$ cat config.mk
export PLATFORM = sky130hd
export DESIGN_NAME = prog_loader
export DESIGN_NICKNAME = d
export VERILOG_FILES = /design/src/rtl/prog_loader_pkg.sv /design/src/rtl/prog_loader.sv
export SDC_FILE = /design/constraint.sdc
export NUM_CORES = 1
export LEC_CHECK = 0
export BUFFER_PORTS_ARGS = -buffer_cell sky130_fd_sc_hd__buf_2
export CAP_MARGIN = 10
export CORE_MARGIN = 8
export CORE_UTILIZATION = 40
export CTS_BUF_LIST = sky130_fd_sc_hd__clkbuf_2 sky130_fd_sc_hd__clkbuf_4 sky130_fd_sc_hd__clkbuf_8
export CTS_CLUSTER_SIZE = 40
export DETAILED_ROUTE_END_ITERATION = 6
export PLACE_DENSITY = 0.72
export RECOVER_POWER = 100
export SETUP_SLACK_MARGIN = 0.1
export SLEW_MARGIN = 25
export SYNTH_ARGS = -nofsm -noshare
export SYNTH_HDL_FRONTEND = slang
export SYNTH_SLANG_ARGS = --single-unit
export TNS_END_PERCENT = 10
$ cat constraint.sdc
create_clock -name Clk -period 4.6 [get_ports Clk]
set_input_delay 0 -clock Clk [delete_from_list [all_inputs] [get_ports Clk]]
set_output_delay 0 -clock Clk [all_outputs]
set_load 0.005 [all_outputs]
$ cat src/rtl/prog_loader_pkg.sv
// prog_loader shared types: opcode classes, halt word, FSM states.
// Imported by prog_loader and anything that decodes its words.
package prog_loader_pkg;

  localparam logic [2:0] OP_MEM  = 3'b000;
  localparam logic [2:0] OP_IMM  = 3'b001;
  localparam logic [2:0] OP_BR   = 3'b110;
  localparam logic [2:0] OP_HALT = 3'b111;

  localparam logic [8:0] HALT_WORD = 9'b111_000000;

  typedef enum logic [2:0] {
    S_IDLE,
    S_LOAD,
    S_FLUSH,
    S_DONE,
    S_ERR
  } state_t;

endpackage

$ cat src/rtl/prog_loader.sv
// prog_loader: encodes {op,operand} requests into 9-bit words, writes
// them from address 0 upward, appends a halt word, reports Length.
// Ports: Clk, Reset_n (sync, low), Start, InValid/InReady/InOp/
// InOperand/InLast request side, MemWe/MemAddr/MemWData write side,
// Done, Error, Length status.
// Optional: `define PROG_LOADER_CHECKSUM_EN adds Checksum (9b XOR
// of all words written since Start, halt included).
module prog_loader
  import prog_loader_pkg::*;
#(
  parameter int ADDR_W = 10
) (
  input  logic              Clk,
  input  logic              Reset_n,
  input  logic              Start,
  input  logic              InValid,
  output logic              InReady,
  input  logic [2:0]        InOp,
  input  logic [5:0]        InOperand,
  input  logic              InLast,
  output logic              MemWe,
  output logic [ADDR_W-1:0] MemAddr,
  output logic [8:0]        MemWData,
  output logic              Done,
  output logic              Error,
  output logic [ADDR_W:0]   Length
`ifdef PROG_LOADER_CHECKSUM_EN
  ,
  output logic [8:0]        Checksum
`endif
);

  // Counter is one bit wider than the address so it can hold DEPTH
  // once the halt lands in the final slot.
  localparam logic [ADDR_W:0] FULL_CNT = {1'b0, {ADDR_W{1'b1}}};
  localparam logic [ADDR_W:0] ONE      = {{ADDR_W{1'b0}}, 1'b1};

  state_t            state, state_n;
  logic [ADDR_W:0]   cnt, cnt_n;
  logic              we_n;
  logic [ADDR_W-1:0] addr_n;
  logic [8:0]        wd_n;
  logic              done_n, err_n;
  logic [ADDR_W:0]   len_n;
  logic              full, accept, rsvd;
  logic [8:0]        word;
`ifdef PROG_LOADER_CHECKSUM_EN
  logic [8:0]        chk_n;
`endif

  assign full    = (cnt == FULL_CNT);
  assign InReady = (state == S_LOAD) && !full;
  assign accept  = InValid && InReady && !Start;
  assign word    = {InOp, InOperand};
  assign rsvd    = (InOp == OP_HALT) && (InOperand != 6'd0);

  always_comb begin
    state_n = state;
    cnt_n   = cnt;
    we_n    = 1'b0;
    addr_n  = MemAddr;
    wd_n    = MemWData;
    if (Start) begin
      state_n = S_LOAD;
      cnt_n   = '0;
    end else begin
      unique case (state)
        S_IDLE: ;
        S_LOAD: begin
          if (InValid && full) begin
            state_n = S_ERR;
          end else if (accept) begin
            if (rsvd) begin
              state_n = S_ERR;
            end else begin
              we_n   = 1'b1;
              addr_n = cnt[ADDR_W-1:0];
              wd_n   = word;
              cnt_n  = cnt + ONE;
              if (InLast || InOp == OP_HALT)
                state_n = S_FLUSH;
            end
          end
        end
        S_FLUSH: begin
          we_n    = 1'b1;
          addr_n  = cnt[ADDR_W-1:0];
          wd_n    = HALT_WORD;
          cnt_n   = cnt + ONE;
          state_n = S_DONE;
        end
        S_DONE: ;
        S_ERR: ;
        default: state_n = S_IDLE;
      endcase
    end
    // Status is registered off the current state, so it trails the
    // state by one cycle and drops the cycle after a Start.
    done_n = (state == S_DONE) && !Start;
    err_n  = (state == S_ERR) && !Start;
    len_n  = (done_n || err_n) ? cnt : '0;
  end

`ifdef PROG_LOADER_CHECKSUM_EN
  always_comb begin
    chk_n = Checksum;
    if (Start)
      chk_n = '0;
    else if (we_n)
      chk_n = Checksum ^ wd_n;
  end
`endif

  always_ff @(posedge Clk) begin
    if (!Reset_n) begin
      state    <= S_IDLE;
      cnt      <= '0;
      MemWe    <= 1'b0;
      MemAddr  <= '0;
      MemWData <= '0;
      Done     <= 1'b0;
      Error    <= 1'b0;
      Length   <= '0;
`ifdef PROG_LOADER_CHECKSUM_EN
      Checksum <= '0;
`endif
    end else begin
      state    <= state_n;
      cnt      <= cnt_n;
      MemWe    <= we_n;
      MemAddr  <= addr_n;
      MemWData <= wd_n;
      Done     <= done_n;
      Error    <= err_n;
      Length   <= len_n;
`ifdef PROG_LOADER_CHECKSUM_EN
      Checksum <= chk_n;
`endif
    end
  end

endmodule

# Yosys cells after proc, flatten, opt, wreduce, memory -nomap -nowiden
# Index checks and enable logic that the tools add are counted.
totals:
  ff_bits: 47
  out_inout_bits: 34
  elab_cells: 70
classes:
  add_sub_neg: 1
  n_eq_ne: 14
  n_mux: 22
  n_bitwise: 3
  reduce_logical: 21
ops:
  columns: ["op", "n"]
  rows:
  - ["2-to-1 mux 11 bit", 3]
  - ["2-to-1 mux 10 bit", 3]
  - ["2-to-1 mux 9 bit", 3]
  - ["one-hot mux 11 bit (2 select lines)", 1]
  - ["one-hot mux 10 bit (2 select lines)", 1]
  - ["one-hot mux 9 bit (2 select lines)", 1]
  - ["2-to-1 mux 3 bit", 4]
  - ["adder 11 x 1 -> 11 bit (second input constant)", 1]
  - ["equality test 11 x 10 -> 1 bit (second input constant)", 1]
  - ["one-hot mux 3 bit (3 select lines)", 1]
  - ["logical AND 1 bit", 7]
  - ["equality test 3 x 2 -> 1 bit (second input constant)", 2]
  - ["equality test 3 bit (second input constant)", 2]
  - ["inequality test 2 bit (second input constant)", 3]
  - ["AND reduction 3 bit", 2]
  - ["nonzero test 6 bit", 1]
  - ["inequality test 5 x 3 -> 1 bit (second input constant)", 1]
  - ["AND reduction 5 bit", 1]
  - ["2-to-1 mux 1 bit", 4]
  - ["inequality test 4 x 2 -> 1 bit (second input constant)", 1]
  - ["inequality test 4 x 3 -> 1 bit (second input constant)", 1]
  - ["AND reduction 4 bit", 1]
  - ["equality test 3 x 1 -> 1 bit (second input constant)", 1]
  - ["zero test 3 bit", 1]
  - ["10 further kinds", 14]

# Logic depth before layout (Yosys ltp)
# Gate-level depths: netlist of the first run.
depth:
  depth_word: 9
  ltp_mapped: 8
  mapped_depth_nobuf: 6

# Worst setup path after synthesis of the first run
# Ideal clock, no wire load.
synth_path:
  path_kind: "reg-to-reg"
  start: "reg cnt[0]"
  end: "reg cnt[2]"
  setup_time_ps: 72
  arrival_ps: 1796
  setup_slack_ps: 2733
  path_stages_with_launch: 8
  path_buffers: 1
  period_less_slack_ps: 1867
  path_cell_list: "dfxtp_1 > ha_1 > nand3_4 > or3_4 > o211a_1 > buf_2 > o21ai_1 > mux2i_1"
synth_via:
  elab_chain_len: 7
  elab_cells_between_ends: 14
synth_lines:
  columns: ["item", "line", "source"]
  rows:
  - ["start: declaration", "prog_loader.sv:39", "logic [ADDR_W:0] cnt, cnt_n;"]
  - ["start signal: assignment", "prog_loader.sv:129", "cnt <= cnt_n;"]
  - ["branches (longest 7 deep; another with adder 11 x 1 -> 11 bit)", null, null]
# Several ways; the timed one is not identified. The select of a mux whose other input is x is not followed.
# A chain may end at the register's enable or synchronous reset.

# Final worst setup path of the first run
layout_path:
  start: "reg cnt[0]"
  end: "reg cnt[7]"
# Same word-level chain as after synthesis.

==> key figures, run 1 <==
Min path
  – Worst Hold End: MemWData[8]
  – Hold Path Stages: 3
  – Worst hold path startpoint: InOp[2]
  – Hold Crit Class: input pin to register

Synthesis
  – Post-synthesis simple-gate area fraction: between 20% and 30%
  – Post-synthesis mux area share: under 10%
  – Distinct cells, synth: 39
  – Compound-Gate Fraction of Synth Area: between 10% and 20%
  – Synthesized flop and latch total: 47
  – Avg Cell Area, Syn: around 8.9 um^2
  – Post-synthesis adder-cell area fraction: 0.628%
  – Mapped Area: between 1500 and 2000 um^2
  – Synth Warn #: 0
  – Xor and xnor area share after synthesis: 0%
  – Post-Syn Instances: roughly 220
  – Mapped Nets: between 200 and 250
  – Post-synthesis sequential area ratio: 47.2%
  – Largest family of logic cells by synthesized area: simple AND/OR/NAND/NOR gates

Pwr
  – Psw: between 0.15 and 0.2 mW
  – Sw frac: roughly a quarter
  – Clock power frac: a little over a third
  – Leak pwr: 0.869 nW
  – Power density cells: ~310 nW/um^2
  – Sequential Power Share: between 50% and 60%
  – Internal power: ~0.56 mW
  – Logic pwr share: about 7.2%
  – Worst vdd ir: ~0.17 mV

Die
  – Chip height: around 87 um
  – Initial Util: 41.9%
  – Chip Width: between 80 and 90 um
  – IO Pins: 48
  – Die area: around 7500 um^2
  – Core area: around 4800 um^2
  – Cell Rows: 25

Finish
  – Final #Nets: 287
  – Commonest non-fill, non-tap cells in the layout: dfxtp_1, nand3_1, buf_2
  – Area occupied by multi-input gates: 935 um^2
  – Seq. cell area: approximately 940 um^2
  – Area growth syn-to-layout: 18.1%
  – Layout cell share with drive strength beyond 1: around 14%
  – Fin util: 49.5%
  – Commonest non-fill, non-tap cell in the layout: dfxtp_1
  – Number of antenna diodes: 0
  – Filler cell count: around 510

Clock network
  – Max clock buf depth: 2
  – Clk slew on worst S/H paths: 90 ps
  – CTS Sinks: 47
  – Clock latency on the worst-skew pair: about 300 ps
  – Clk root buf: clkbuf_8
  – H-tree Lvls: 2
  – CTS buffer count: 5
  – Post-cts resize count: 0
  – CTS tree: built

Setup path
  – CP Launch Type: register
  – R2R Setup Slk: 1990 ps
  – Max Fanout on Critical Path: 33
  – Worst R2R Start: cnt[0]
  – R2R cell count: 6
  – Critical path's top delay family: compound AO/OA/AOI/OAI gates
  – Data arrival, critical path: 2780 ps
  – CP Launch Point: cnt[0]
  – Crit-path max cell delay: a little under 700 ps
  – Endpoint class of the critical path: register
  – CP Data Required Time: approximately 4800 ps
  – Worst flop-to-flop path endpoint: cnt[7]
  – Crit-path cells: ha_1 > nand3_1 > or3_1 > o211ai_4 > a2111oi_0 > mux2i_1
  – CP max-delay cell: o211ai_4
  – WS Path Type: register to register
  – CP bufs+invs: 0

GRT
  – Initial antenna violation count: 0
  – Vias in the first global route: about 1700
  – Largest net degree at the start of global routing: 34
  – Grt ovf: 0
  – GRT Resource Usage Total: around an eighth
  – First-pass GRT wire length: 8.02 mm

Detailed routing
  – Total Wirelength: about 5 mm
  – Antenna Nets Post-Route: 0
  – DRT iter0 DRCs: between 150 and 200
  – Drt drc: 0
  – Routed via count: approximately 1800
  – DR pass1 iterations: 4
  – Drt wl/cell: between 10 and 15 um
  – Routed vias/inst: about 5.3

STA
  – Setup Viol. Count Final: 0
  – TNS Setup: 0 ps
  – Final Max Slew Viols: 0
  – Fin. Hold Viols: 0
  – Fmax achieved: 384 MHz
  – Tmin final: roughly 2600 ps
  – Period Utilization, post-route: a little under three fifths
  – Clock skew: between 10 and 15 ps
  – Unrepaired setup endpoints after global routing: no
  – Max-slew headroom: 44.6%
  – Slew @ Worst Pin: between 800 and 900 ps

Placement
  – GP Congestion: 0.867
  – Port bufs: 47
  – Hpwl dp: ~3.4 mm

Outcome
  – Outcome: complete, no violations

Flow run
  – Max cap viols: 0
-- layer usage --
metal	wire length (um)	share of wire [%]	GRT usage [%]
met5	0	0	0
met4	45	0.92	5.16
met3	286	5.9	4.35
met2	2260	46	21.2
met1	2280	47	16.0
-- timing repair --
item                                   CTS  global route
setup endpoints to repair                0             0
buffers inserted                         0             0
endpoints found under the hold margin    9             0
hold buffers                             7             0
-- logic make-up after synthesis --
family | after synthesis
buffers and inverters | 18
and+or+nand+nor | 92
DFF | 47
muxes | 6
AOI/OAI and AO/OA | 60
adders and majority gates | 1
-- worst max path at each step --
stage                   to  cells past startpoint
finish              cnt[7]                      6
global route        cnt[9]                      6
CTS                 cnt[7]                      6
detailed placement  cnt[7]                      6
global placement    cnt[7]                      6
floorplan           cnt[2]                      7
-- worst register-to-register path, delay by kind of cell, from the launching register on --
family	cells	cell delay, ps
compound gates	2	980
fa+ha+maj	1	200
flops	1	420
mux	1	170
simple gates	2	720
-- through the flow --
stage               hold slack, ps  std cells  instance area (um^2)  power [mW]  setup slack, ps
finish                        37.2        340                  2350       0.736             1990
global placement               274        325                  2240       0.474             2190
global route                  37.0        340                  2350       0.764             1780
floorplan                      133        224                  1990       0.458             2730
detailed placement             277        325                  2240       0.475             2130
CTS                           32.3        340                  2410       0.743             2120
-- registers in the layout, indices dropped and copies added (netlist names) --
register / count
Done: 1
Error: 1
Length: 11
MemAddr: 10
MemWData: 9
MemWe: 1
cnt: 11
state: 3
-- power groups by stage --
stage                     Clock, mW  Combinational (mW)  Sequential (mW)
after global placement            0              0.0489            0.425
after global routing          0.288              0.0596            0.416
after floorplan                   0              0.0336            0.424
after detailed placement          0              0.0494            0.425
after CTS                     0.273              0.0541            0.416
final                         0.267              0.0533            0.416
-- cell type report --
class                   count  share of cell area (%)
flip-flops and latches     47                    40.0
multi-input cells         159                    39.7
repair buffers             54                    11.7
clock buffers               7                    3.83
well taps                  67                    3.56
inverters                   5                   0.797
clock inverters             1                   0.372
-- synth_stat cells --
cell | number | area (um^2)
mux2i_1 | 6 | 60.1
nor2b_1 | 10 | 62.6
nor3b_2 | 1 | 12.5
a21oi_1 | 23 | 115
nand3_1 | 26 | 130
o21ai_0 | 15 | 75.1
nand3b_1 | 1 | 7.51
o211ai_4 | 1 | 21.3
nand2_1 | 20 | 75.1
a2111oi_0 | 2 | 17.5
nand3_4 | 1 | 17.5
buf_2 | 3 | 15.0
o21ai_1 | 1 | 5.00
or3_1 | 8 | 50.1
buf_6 | 1 | 11.3
o211ai_1 | 1 | 7.51
and2_1 | 1 | 6.26
or3_4 | 1 | 11.3
nor2_1 | 11 | 41.3
inv_1 | 5 | 18.8
nor3_1 | 5 | 25.0
nor4_2 | 1 | 12.5
a211oi_1 | 3 | 22.5
o41ai_1 | 1 | 8.76
nand2b_1 | 3 | 18.8
ha_1 | 1 | 12.5
nand4_2 | 1 | 12.5
o211a_1 | 4 | 40.0
a2111o_1 | 2 | 22.5
clkbuf_1 | 7 | 26.3
a31oi_1 | 3 | 18.8
dfxtp_1 | 47 | 941
a21boi_0 | 1 | 7.51
o221a_2 | 1 | 11.3
a31o_2 | 1 | 8.76
buf_8 | 1 | 15.0
o2111ai_1 | 1 | 8.76
and3_1 | 2 | 12.5
buf_4 | 1 | 7.51
Power figures use the tool's default switching activity.
==> run 2: changes to the inputs <==
--- a/config.mk
+++ b/config.mk
@@ -5,6 +5,7 @@
 export SDC_FILE = /design/constraint.sdc
 export NUM_CORES = 1
 export LEC_CHECK = 0
+export ABC_AREA = 1
 export BUFFER_PORTS_ARGS = -buffer_cell sky130_fd_sc_hd__buf_2
 export CAP_MARGIN = 10
 export CORE_MARGIN = 8
@@ -12,7 +13,7 @@
 export CTS_BUF_LIST = sky130_fd_sc_hd__clkbuf_2 sky130_fd_sc_hd__clkbuf_4 sky130_fd_sc_hd__clkbuf_8
 export CTS_CLUSTER_SIZE = 40
 export DETAILED_ROUTE_END_ITERATION = 6
-export PLACE_DENSITY = 0.72
+export PLACE_DENSITY = 0.71
 export RECOVER_POWER = 100
 export SETUP_SLACK_MARGIN = 0.1
 export SLEW_MARGIN = 25
==> constraint.sdc (replaced) <==
create_clock -name Clk -period 2.4 [get_ports Clk]
set_input_delay 0 -clock Clk [delete_from_list [all_inputs] [get_ports Clk]]
set_output_delay 0 -clock Clk [all_outputs]
set_load 0.005 [all_outputs]
==> run 2 against run 1 <==
- clock skew about the same
- combinational power rose to 3.1 times the previous value
- area after synthesis grew 3.6%
- cell area grew 1.3%
- via count rose by 2.7%
- final cell count increased by 18%
- critical path depth rose by 4
- setup slack lost 1600 ps
- sequential share of layout area down 0.52 points
- first-iteration DRC count down 45%
- maximum frequency grew 29%
- highest routed layer unchanged
==> key figures, run 2 <==
STA
  – Slew @ Worst Pin: 548 ps
  – Final WS setup: about 370 ps
  – TNS Setup: 0 ps
  – Fin. Hold Viols: 0
  – Max-slew headroom: 63.5%
  – Tmin final: roughly 2000 ps
  – Worst hold slack: about 43 ps
  – Final Max Slew Viols: 0
  – Fmax achieved: a little under 500 MHz
  – Clock skew: 12.8 ps
  – Period Utilization, post-route: between 80% and 90%
  – Unrepaired setup endpoints after global routing: no
  – Setup Viol. Count Final: 0

GRT
  – Grt ovf: 0
  – Largest net degree at the start of global routing: 52
  – Vias in the first global route: ~1700
  – First-pass GRT wire length: around 7.5 mm
  – GRT Resource Usage Total: 12.2%
  – Initial antenna violation count: 0

Clock network
  – Clock latency on the worst-skew pair: about 300 ps
  – CTS Sinks: between 40 and 50
  – Post-cts resize count: 0
  – H-tree Lvls: 2
  – Clk root buf: clkbuf_8
  – Postcts setup bufs: 0
  – CTS tree: built
  – # hold bufs at CTS: 0
  – Clk slew on worst S/H paths: approximately 90 ps
  – CTS buffer count: 5
  – Max clock buf depth: 2

Setup path
  – Max Fanout on Critical Path: 51
  – CP Launch Type: register
  – WS Path Type: register to register
  – CP Data Required Time: between 2000 and 3000 ps
  – R2R cell count: 10
  – Data arrival, critical path: 2260 ps
  – Endpoint class of the critical path: register

Pwr
  – Sw frac: roughly a quarter
  – Internal power: between 1 and 1.5 mW
  – Worst vdd ir: 0.275 mV
  – Sequential Power Share: between 50% and 60%
  – Psw: 0.382 mW
  – Logic pwr share: between 10 and 15%
  – Power density cells: just over 600 nW/um^2
  – Leak pwr: 0.946 nW
  – Clock power frac: 34.1%

Outcome
  – Outcome: complete, no violations

Synthesis
  – Mapped Area: about 2100 um^2
  – Post-synth EDFFs: 0
  – Distinct cells, synth: 25
  – Top cell type by total area after synthesis: dfxtp_1
  – Synth Flop Type: dfxtp_1
  – Async S/R FF share, synth: 0%
  – Top-area cell type share of the netlist area: a little under half
  – Most instantiated cells after synthesis: nor2_1, nand2_1, dfxtp_1
  – Synth top area cells: dfxtp_1, nor2_1, nand2_1, a21oi_1, nand3_1
  – Post-Syn Instances: 285
  – Post-synthesis sequential area ratio: a little under half
  – Most frequent cell after synthesis: nor2_1
  – Synthesized flop and latch total: between 40 and 50
  – Mapped Nets: 300
  – Synth Warn #: 0
  – Avg Cell Area, Syn: between 7 and 8 um^2

Finish
  – Largest regs: Length x11, cnt x11, MemAddr x10
  – Number of antenna diodes: 0
  – Area growth syn-to-layout: 15.4%
  – Filler cell count: about 520
  – Final #Nets: about 350
  – Layout cell share with drive strength beyond 1: around 13%
  – Commonest non-fill, non-tap cells in the layout: nand2_1, nor2_1, dfxtp_1
  – Fin util: around 47%
  – Design Area, Final: 2380 um^2

Detailed routing
  – Drt wl/cell: ~11 um
  – Antenna Nets Post-Route: 0
  – Drt drc: 0
  – Total Wirelength: between 4 and 5 mm
  – DRT iter0 DRCs: between 80 and 90
  – Routed via count: ~1900
  – DR pass1 iterations: 4
  – Routed vias/inst: between 4 and 5

Die
  – Chip Width: between 80 and 90 um
  – Die area: between 7000 and 8000 um^2
  – Chip height: 87.9 um
  – Core area: 5040 um^2
  – IO Pins: between 40 and 50
  – Cell Rows: 26
  – Initial Util: 41.0%

Placement
  – Port bufs: 47
  – Hpwl dp: 3.34 mm
  – Placed Area: roughly 2300 um^2
  – Pre-CTS setup slack: 500 ps
  – GP Congestion: around 0.86

Min path
  – Hold Path Stages: 5
  – Hold Crit Class: input pin to register

Flow run
  – Max cap viols: 0
[run 2: per-stage QoR]
stage / power, mW / instances
after global routing: 1.56 / 401
after global placement: 1.00 / 393
after CTS: 1.51 / 401
after floorplan: 0.958 / 285
after detailed placement: 1.00 / 393
final: 1.49 / 401
[run 2: worst paths after layout]
path | from | end | slack (ps)
worst max register to register | cnt[0] | MemWData[2] | 370
worst max-delay path | cnt[0] | MemWData[2] | 370
worst min register to register | cnt[10] | Length[10] | 470
worst min-delay path | InOp[1] | MemWData[7] | 40
[run 2: power by group through the flow]
stage | sequential [mW] | clock, mW | combinational [mW]
final | 0.814 | 0.507 | 0.167
after global routing | 0.818 | 0.551 | 0.190
after CTS | 0.814 | 0.521 | 0.172
after detailed placement | 0.832 | 0 | 0.172
after global placement | 0.831 | 0 | 0.170
after floorplan | 0.833 | 0 | 0.125
[run 2: cell type report]
class / instances / area [um^2] / area share [%]
flip-flops and latches: 47 / 941 / 39.5
multi-input cells: 199 / 938 / 39.3
repair buffers: 49 / 213 / 8.92
inverters: 28 / 106 / 4.46
clock buffers: 7 / 90.1 / 3.78
well taps: 70 / 87.6 / 3.67
clock inverters: 1 / 8.76 / 0.367
[run 2: metal layers]
| layer | vias up | wire, um | track usage (%) |
|---|---|---|---|
| li1 | 991 | - | - |
| met1 | 817 | 2190 | 14.8 |
| met2 | 51 | 2000 | 18.7 |
| met3 | 7 | 342 | 4.13 |
| met4 | 0 | 55 | 5.78 |
| met5 | - | 0 | 0 |
[run 2: kinds of logic after synthesis]
| group | count (synthesis) | share of synthesized area (%) |
|---|---|---|
| AND/OR/NAND/NOR | 161 | 35.5 |
| XOR/XNOR | 4 | 1.70 |
| buffers and inverters | 39 | 8.66 |
| adder cells (fa/ha/maj) | 1 | 0.606 |
| AO/OA/AOI/OAI | 33 | 7.99 |
| flip-flops | 47 | 45.5 |
[run 2: critical path, cell delays in order (launching register included)]
cell     delay (ps)
dfxtp_1         340
ha_1            230
nand2_1         140
nor2_4           60
nand3_1         170
nand4_4         160
nand2_4         430
nand2_1         190
nand2_1          90
nand2_1          50
nor2_1           90
==> run 3: changes to the inputs <==
--- a/config.mk
+++ b/config.mk
@@ -13,7 +13,7 @@
 export CTS_BUF_LIST = sky130_fd_sc_hd__clkbuf_2 sky130_fd_sc_hd__clkbuf_4 sky130_fd_sc_hd__clkbuf_8
 export CTS_CLUSTER_SIZE = 40
 export DETAILED_ROUTE_END_ITERATION = 6
-export PLACE_DENSITY = 0.71
+export PLACE_DENSITY = 0.74
 export RECOVER_POWER = 100
 export SETUP_SLACK_MARGIN = 0.1
 export SLEW_MARGIN = 25
==> constraint.sdc (replaced) <==
create_clock -name Clk -period 1.85 [get_ports Clk]
set_input_delay 0 -clock Clk [delete_from_list [all_inputs] [get_ports Clk]]
set_output_delay 0 -clock Clk [all_outputs]
set_load 0.005 [all_outputs]
==> run 3 against run 2 <==
- setup slack got worse by 190 ps
- highest routed layer unchanged
- die area did not move
- combinational power rose by 37%
- flip-flop and latch count did not move
- final cell count rose by 0.50%
- critical path type unchanged
- sequential share of layout area fell by 1.1 points
- cell area rose by 3.2%
- global-route usage rose by 0.49 points
- largest power group unchanged
- first-iteration DRC count rose by 30%
- clock skew fell by 5.6 ps
- register-to-register slack got worse by 190 ps
==> key figures, run 3 (synthesized netlist as in run 2, its figures left out) <==
Outcome
  – Outcome: complete, no violations

Min path
  – Hold Path Stages: 5
  – Hold Crit Class: input pin to register

STA
  – Period Utilization, post-route: between 80 and 90%
  – Clock skew: between 7 and 8 ps
  – Fmax achieved: around 600 MHz
  – Final Max Slew Viols: 0
  – Max-slew headroom: between 40% and 50%
  – Setup Viol. Count Final: 0
  – Slew @ Worst Pin: about 800 ps
  – Unrepaired setup endpoints after global routing: no
  – Worst hold slack: approximately 37 ps
  – Fin. Hold Viols: 0
  – Tmin final: around 1700 ps
  – TNS Setup: 0 ps

Detailed routing
  – Drt drc: 0
  – Drt wl/cell: 11.4 um
  – Antenna Nets Post-Route: 0
  – DR pass1 iterations: 4
  – Routed vias/inst: roughly 4.7
  – DRT iter0 DRCs: 112
  – Routed via count: 1887
  – Total Wirelength: 4.61 mm

Pwr
  – Worst vdd ir: around 0.42 mV
  – Leak pwr: 0.991 nW
  – Pwr Total: slightly above 2 mW
  – Power density cells: ~820 nW/um^2

Placement
  – Hpwl dp: 3.38 mm
  – Port bufs: 47
  – Placed Area: about 2400 um^2
  – GP Congestion: ~0.8

Die
  – Cell Rows: 26
  – Core area: slightly above 5000 um^2
  – Initial Util: between 40 and 50%
  – Die area: 7720 um^2
  – Chip height: between 80 and 90 um
  – IO Pins: 48
  – Chip Width: about 88 um

Clock network
  – Clk slew on worst S/H paths: ~80 ps
  – Clk root buf: clkbuf_8
  – Clock latency on the worst-skew pair: ~300 ps
  – CTS buffer count: 5
  – CTS tree: built
  – CTS Sinks: 47
  – H-tree Lvls: 2
  – Max clock buf depth: 2

Finish
  – Largest regs: Length x11, cnt x11, MemAddr x10
  – Filler cell count: slightly above 500
  – Design Area, Final: ~2500 um^2
  – Area growth syn-to-layout: 19.1%
  – Layout cell share with drive strength beyond 1: between 15 and 20%
  – Number of antenna diodes: 0
  – Final #Nets: 348
  – Commonest non-fill, non-tap cells in the layout: nand2_1, nor2_1, dfxtp_1

Setup path
  – WS Path Type: register to register
  – CP max-delay cell: dfxtp_2
  – Cell mode on critical path: nand2_1
  – Max Fanout on Critical Path: 38
  – R2R Setup Slk: about 190 ps
  – CP Launch Type: register
  – Crit-path cells: ha_4 > nand2_1 > nor2_4 > nand3_2 > nand4_4 > nand2_4 > buf_12 > clkinv_2 > nand2_1 > a21oi_1
  – Crit-path max cell delay: between 300 and 400 ps
  – R2R cell count: 10
  – CP Data Required Time: about 2100 ps
  – Endpoint class of the critical path: register
  – Data arrival, critical path: ~1900 ps

GRT
  – Initial antenna violation count: 0
  – Grt ovf: 0
  – GRT Resource Usage Total: 12.6%
  – First-pass GRT wire length: between 7 and 8 mm
  – Vias in the first global route: ~1800
  – Largest net degree at the start of global routing: 39

Flow run
  – Max cap viols: 0
-- run 3: cell types whose count changed in the layout (fill, tap and decap cells not counted), sizes merged --
cell / change
bufinv: +1
clkbuf: -8
buf: +10
clkinv: -1
-- run 3: what timing repair did --
action,4_1_cts,5_1_grt
hold buffers,0,0
buffers inserted,0,2
endpoints found under the setup margin,0,33
gates resized for setup,0,5
-- run 3: worst paths after layout --
path,start,endpoint
worst max register to register,cnt[1],cnt[0]
worst min-delay path,InOp[0],MemWData[6]
worst min register to register,cnt[10],Length[10]
worst max-delay path,cnt[1],cnt[0]
-- run 3: power breakdown --
part	internal (mW)	switching [mW]
clock	0.411	0.331
sequential	1.04	0.0182
combinational	0.0857	0.142
total	1.54	0.492
-- run 3: through the flow --
stage                     worst slack, ps  instances  util [%]
after floorplan                       337        285         -
after global placement                252        394      46.6
after detailed placement              142        394      46.6
after global routing                 65.1        403      48.8
after CTS                             121        401      48.7
final                                 189        403      48.8
-- run 3: area by class of cell --
type / count / area (um^2) / share of cell area [%]
clock inverters: 1 / 30.0 / 1.22
inverters: 28 / 106 / 4.32
flip-flops and latches: 47 / 943 / 38.3
well taps: 70 / 87.6 / 3.56
clock buffers: 6 / 76.3 / 3.10
multi-input cells: 199 / 960 / 39.0
repair buffers: 52 / 258 / 10.5
-- run 3: routing by layer --
metal	track usage, %	up-vias	part of all wire (%)
met3	5.25	8	7.3
li1	-	997	-
met2	20.6	46	46
met5	0	-	0
met4	5.00	0	1.4
met1	14.3	836	45
-- run 3: critical path: cells and delay by family, from the launching register on --
family,cells,cell delay [ps]
AND/OR/NAND/NOR,6,650
adder cells (fa/ha/maj),1,160
AO/OA/AOI/OAI,1,120
buffers and inverters,2,250
flip-flops,1,380
